[src/rtl/pipeline_ctrl_pkg.sv]
//------------------------------------------------------------------------------
// pipeline_ctrl_pkg : shared state encoding and defaults for the hazard control
// Revision: 1.0
//------------------------------------------------------------------------------
`default_nettype none

package pipeline_ctrl_pkg;

  typedef enum logic [1:0] {
    S_RUN      = 2'd0,
    S_LOAD_USE = 2'd1,
    S_MEM_WAIT = 2'd2
  } state_t;

  localparam int c_MEM_TIMEOUT_DEF = 15;
  localparam int c_CNT_W_DEF       = 32;

  // Width needed to hold a wait count up to and including the timeout value.
  function automatic int wait_width(input int timeout);
    return (timeout < 2) ? 1 : $clog2(timeout + 1);
  endfunction

endpackage

`default_nettype wire

[src/rtl/pipeline_hazard_ctrl_sat_counter.sv]
//------------------------------------------------------------------------------
// sat_counter : event counter that sticks at all-ones instead of wrapping
// Revision: 1.0
//------------------------------------------------------------------------------
`default_nettype none

module sat_counter #(
  parameter int W = 32
) (
  input  logic         clk,
  input  logic         rst,
  input  logic         i_inc,
  output logic [W-1:0] o_cnt
);

  logic [W-1:0] r_cnt;

  always_ff @(posedge clk or posedge rst) begin
    if (rst) begin
      r_cnt <= '0;
    end else if (i_inc && (r_cnt != '1)) begin
      r_cnt <= r_cnt + 1'b1;
    end
  end

  assign o_cnt = r_cnt;

endmodule

`default_nettype wire

[src/rtl/pipeline_hazard_ctrl.sv]
//------------------------------------------------------------------------------
// pipeline_hazard_ctrl : stall/flush/bubble control for a 5-stage pipeline
// Revision: 1.0
//------------------------------------------------------------------------------
`default_nettype none

module pipeline_hazard_ctrl
  import pipeline_ctrl_pkg::*;
#(
  parameter int MEM_TIMEOUT = c_MEM_TIMEOUT_DEF,
  parameter int CNT_W       = c_CNT_W_DEF
) (
  input  logic             clk_i,
  input  logic             rst_i,
  input  logic [4:0]       ID_rs1_i,
  input  logic [4:0]       ID_rs2_i,
  input  logic             ID_uses_rs2_i,
  input  logic [4:0]       EX_rd_i,
  input  logic             EX_rd_wr_en_i,
  input  logic             EX_is_load_i,
  input  logic             ID_pc_src_i,
  input  logic             MEM_req_i,
  input  logic             MEM_ready_i,
  output logic             IF_stall_o,
  output logic             ID_stall_o,
  output logic             EX_stall_o,
  output logic             MEM_stall_o,
  output logic             IF_flush_o,
  output logic             EX_bubble_o,
  output logic             WB_bubble_o,
  output logic             err_timeout_o,
  output logic [CNT_W-1:0] stall_cnt_o,
  output logic [CNT_W-1:0] flush_cnt_o
);

  localparam int                  c_WAIT_W  = wait_width(MEM_TIMEOUT);
  localparam logic [c_WAIT_W-1:0] c_TIMEOUT = c_WAIT_W'(MEM_TIMEOUT);

  state_t              r_state;
  state_t              w_state_nxt;
  logic [c_WAIT_W-1:0] r_wait_cnt;
  logic [c_WAIT_W-1:0] w_wait_cnt_nxt;
  logic                r_err;

  logic w_mem_wait;
  logic w_load_use;
  logic w_timeout;
  logic w_stall_all;
  logic w_stall_front;
  logic w_ex_bubble;
  logic w_wb_bubble;
  logic w_flush;
  logic w_any_stall;

  assign w_mem_wait = MEM_req_i & ~MEM_ready_i;
  assign w_load_use = EX_is_load_i & EX_rd_wr_en_i & (EX_rd_i != 5'd0) &
                      ((EX_rd_i == ID_rs1_i) | (ID_uses_rs2_i & (EX_rd_i == ID_rs2_i)));
  assign w_timeout  = w_mem_wait & (r_wait_cnt == c_TIMEOUT);

  always_comb begin
    w_stall_all    = 1'b0;
    w_stall_front  = 1'b0;
    w_ex_bubble    = 1'b0;
    w_wb_bubble    = 1'b0;
    w_state_nxt    = S_RUN;
    w_wait_cnt_nxt = '0;
    if (w_mem_wait) begin
      // A timed-out access still bubbles WB but lets the pipeline move on.
      w_wb_bubble = 1'b1;
      if (!w_timeout) begin
        w_stall_all    = 1'b1;
        w_state_nxt    = S_MEM_WAIT;
        w_wait_cnt_nxt = r_wait_cnt + 1'b1;
      end
    end else if (w_load_use && (r_state != S_LOAD_USE)) begin
      w_stall_front = 1'b1;
      w_ex_bubble   = 1'b1;
      w_state_nxt   = S_LOAD_USE;
    end
  end

  // A taken branch only squashes the fetch when ID is actually advancing.
  assign w_flush     = ID_pc_src_i & ~w_stall_all & ~w_stall_front;
  assign w_any_stall = ~rst_i & (w_stall_all | w_stall_front);

  assign IF_stall_o    = w_any_stall;
  assign ID_stall_o    = w_any_stall;
  assign EX_stall_o    = ~rst_i & w_stall_all;
  assign MEM_stall_o   = ~rst_i & w_stall_all;
  assign IF_flush_o    = ~rst_i & w_flush;
  assign EX_bubble_o   = ~rst_i & w_ex_bubble;
  assign WB_bubble_o   = ~rst_i & w_wb_bubble;
  assign err_timeout_o = r_err;

  always_ff @(posedge clk_i or posedge rst_i) begin
    if (rst_i) begin
      r_state    <= S_RUN;
      r_wait_cnt <= '0;
      r_err      <= 1'b0;
    end else begin
      r_state    <= w_state_nxt;
      r_wait_cnt <= w_wait_cnt_nxt;
      if (w_timeout) begin
        r_err <= 1'b1;
      end
    end
  end

  sat_counter #(.W(CNT_W)) u_stall_cnt (
    .clk   (clk_i),
    .rst   (rst_i),
    .i_inc (w_any_stall),
    .o_cnt (stall_cnt_o)
  );

  sat_counter #(.W(CNT_W)) u_flush_cnt (
    .clk   (clk_i),
    .rst   (rst_i),
    .i_inc (IF_flush_o),
    .o_cnt (flush_cnt_o)
  );

endmodule

`default_nettype wire

[config.mk]
export PLATFORM = sky130hd
export DESIGN_NAME = pipeline_hazard_ctrl
export DESIGN_NICKNAME = d
export VERILOG_FILES = /design/src/rtl/pipeline_ctrl_pkg.sv /design/src/rtl/pipeline_hazard_ctrl_sat_counter.sv /design/src/rtl/pipeline_hazard_ctrl.sv
export SDC_FILE = /design/constraint.sdc
export NUM_CORES = 1
export LEC_CHECK = 0
export BUFFER_PORTS_ARGS = -buffer_cell sky130_fd_sc_hd__buf_2
export CAP_MARGIN = 30
export CORE_UTILIZATION = 53
export DETAILED_ROUTE_END_ITERATION = 10
export PLACE_DENSITY = 0.92
export SLEW_MARGIN = 10
export SYNTH_ARGS = -nofsm -noshare
export SYNTH_HDL_FRONTEND = slang
export SYNTH_SLANG_ARGS = --single-unit
[constraint.sdc]
create_clock -name clk_i -period 5.2 [get_ports clk_i]
set_input_delay 1.04 -clock clk_i [delete_from_list [all_inputs] [get_ports clk_i]]
set_output_delay 1.04 -clock clk_i [all_outputs]
set_load 0.05 [all_outputs]
==> out/metrics.csv <==
metric,value,unit
status,completed,
p_leak,0.002158,uW
slew_headroom,57.72,%
setup_viol,0,
ant_nets,0,
crit_path_cell_trace,"buf_2, xor2_1, nor4_1, a32oi_1, o21ai_2, buf_4, and2_1, buf_2",
die_h,86.51,microns
synth.yosys.warnings,0,
cts_tree,yes,
grt_start_max_net_pins,45,
grtUsageTotal,23.88,%
die-area,0.007483,sq mm
cp.required,4.16,ns
power_density,345.0,mW/mm^2
finalNetCount,484,
seq_power_share,42.8,%
max_freq,0.2557,GHz
irDropWorstVdd,0.0003393,V
grt_pass1_wl,13.95,mm
cts_setup_buffers,0,
port_buffers,94,
route.detailed.drc,0,
rows,30,
comb_power_share,27.0,%
synth_top_area_share,46.94,%
start_util,55.40,%
seq_area_frac_synth,46.94,%
grt_antenna_before_repair,0,
die_x,86.51,microns
synth.avg_cell_area,10.37,sq um
top_usage_layer,met2,
place_ws,1.327,ns
fin_crit,3.910,ns
grt_pass1_vias,2951,
use_met1,29.87,%
intPower,975.0,uW
synthDistinctLibCells,35,
antenna_cells,0,
drv_slew,0,
globalplace.congestion,0.8031,
critPathMostFrequentCell,buf_2,
crit_fanout,32,
core_area,0.006832,sq mm
cts_buffers,9,
hold_viol_final,0,
rsz0062_at_grt,no,
tns,0,ns
drt-initial-drc-count,177,
clockRootBuffer,clkbuf_8,
tightest_slew,0.6333,ns
synthTopCellsByArea,"dfrtp_1 47%, xnor2_1 8.6%, xor2_1 8.1%",
synthCells,365,
grt_overflow,0,
syn_area,0.003785,sq mm
drt-total-wl,8.436,mm
synthToLayoutAreaGrowth,20.20,%
period_share,75.20,%
drtPass1Iterations,5,
clk_transition_reported_paths,0.07,ns
worst-setup-path-type,primary input to output pin,
path_buf_inv,3,
clock_skew,0.01083,ns
cts_max_path_buffers,2,
cts_hold_buf,0,
switching_share,37.88,%
cap_violations,0,
cts_max_level,3,
synth.ff_latch_count,71,
clock_power_share,30.2,%
timing.final.ws_setup,1.290,ns
ioPinCount,95,
grt_use_met3,4.857,%
vias,3107,
critPathMaxStageDelay,0.34,ns
clkLatencyLatePin,0.34,ns
viasPerCell,5.568,
end_kind,output pin,
crit_path_top_delay_cell,nor4_1,
cts_sinks,71,
reg2reg_slack,2.70,ns
synthesis.nets,391,
fill_cells,550,
switching_power,594.6,uW
dp_hpwl,6.102,mm
critical_path.top_delay_family,buffers and inverters,
ctsResizeCount,0,
wl_per_cell,15.12,microns
hold_class,flip-flop to flip-flop,
layout-drive-gt1-share,29.44,%
crit_arrival,2.87,ns
grtUsageMet2,41.34,%
yosys.area.top_type,dfrtp_1,
start_kind,primary input,
[power groups by stage]
stage | Combinational (uW) | Sequential (uW) | Clock [uW]
2_1_floorplan | 141 | 856 | 0
3_3_place_gp | 415 | 676 | 0
3_5_place_dp | 424 | 682 | 0
4_1_cts | 426 | 671 | 482
5_1_grt | 453 | 679 | 503
6_report | 424 | 672 | 474
[final cells by class]
| class | instances | area, sq um | area share, % |
|---|---|---|---|
| Clock inverter | 6 | 86.33 | 1.898 |
| Multi-Input combinational cell | 266 | 1897 | 41.69 |
| Inverter | 12 | 45.04 | 0.9901 |
| Sequential cell | 71 | 1777 | 39.05 |
| Tap cell | 96 | 120.1 | 2.640 |
| Timing Repair Buffer | 98 | 500.5 | 11.00 |
| Clock buffer | 9 | 123.9 | 2.723 |
[cell families after synthesis]
family / Yosys count / synth area share [%]
buf+inv: 28 / 3.239
mux: 4 / 1.190
xor+xnor: 72 / 16.66
fa+ha+maj: 3 / 0.9918
compound gates: 8 / 2.447
flops: 71 / 46.94
simple gates: 179 / 28.53
[routing by layer]
metal | part of all wire [%] | vias up | routed length, microns
met5 | 0 | - | 0
met4 | 1.4 | 0 | 121
met3 | 4.5 | 15 | 379
met1 | 43 | 1509 | 3602
met2 | 51 | 106 | 4333
li1 | - | 1477 | -
[per-stage QoR]
step	util, %	hold slack [ns]	power (uW)	std cells	area [sq um]
CTS	66.59	0.4719	1580	558	4549
detailed placement	63.52	0.4568	1106	543	4339
global placement	63.52	0.4476	1091	543	4339
finish	66.59	0.4654	1570	558	4549
global route	66.59	0.4833	1635	558	4549
floorplan	-	0.4331	996.5	365	3785
[synthesized netlist by cell type (all sizes together)]
cell type,number
a32oi,1
a41oi,1
and2,5
and3,13
and4,9
and4b,1
buf,8
clkbuf,8
dfrtp,71
ha,3
inv,12
mux2,4
nand2,25
nand2b,3
nand3,32
nand4,24
nand4b,2
nor2,24
nor3,21
nor4,15
nor4b,2
o2111ai,1
o21ai,3
o21bai,1
o221ai,1
or2,1
or3,1
or4,1
xnor2,37
xor2,35
[placed cells by master (no fill, tap or decap), types with 5 or more instances in the layout]
cell / n
xor2_1: 35
nand4_1: 24
nand3_1: 31
nor4_2: 12
nor2_1: 24
and4_1: 9
buf_2: 94
and3_1: 13
nand2_1: 25
and2_1: 5
dfrtp_1: 71
nor3_1: 21
inv_1: 11
clkbuf_8: 9
xnor2_1: 37
[path summary, 6_finish.rpt]
path / from / cells past startpoint / endpoint
worst max-delay path: EX_rd_i[3] / 8 / IF_stall_o
worst min-delay path: r_wait_cnt[0] / 1 / r_wait_cnt[0]
worst max register to register: u_stall_cnt.o_cnt[3] / 6 / u_stall_cnt.o_cnt[1]
worst min register to register: r_wait_cnt[0] / 1 / r_wait_cnt[0]
max in group asynchronous: rst_i / 3 / u_stall_cnt.o_cnt[15]
min in group asynchronous: rst_i / 2 / r_state[0]
[registers in the layout, summed over array words and instances (netlist names)]
signal	flops
u_flush_cnt.o_cnt	32
u_stall_cnt.o_cnt	32
r_wait_cnt	4
r_state	2
err_timeout_o	1
(Power assumes the default switching activity.)
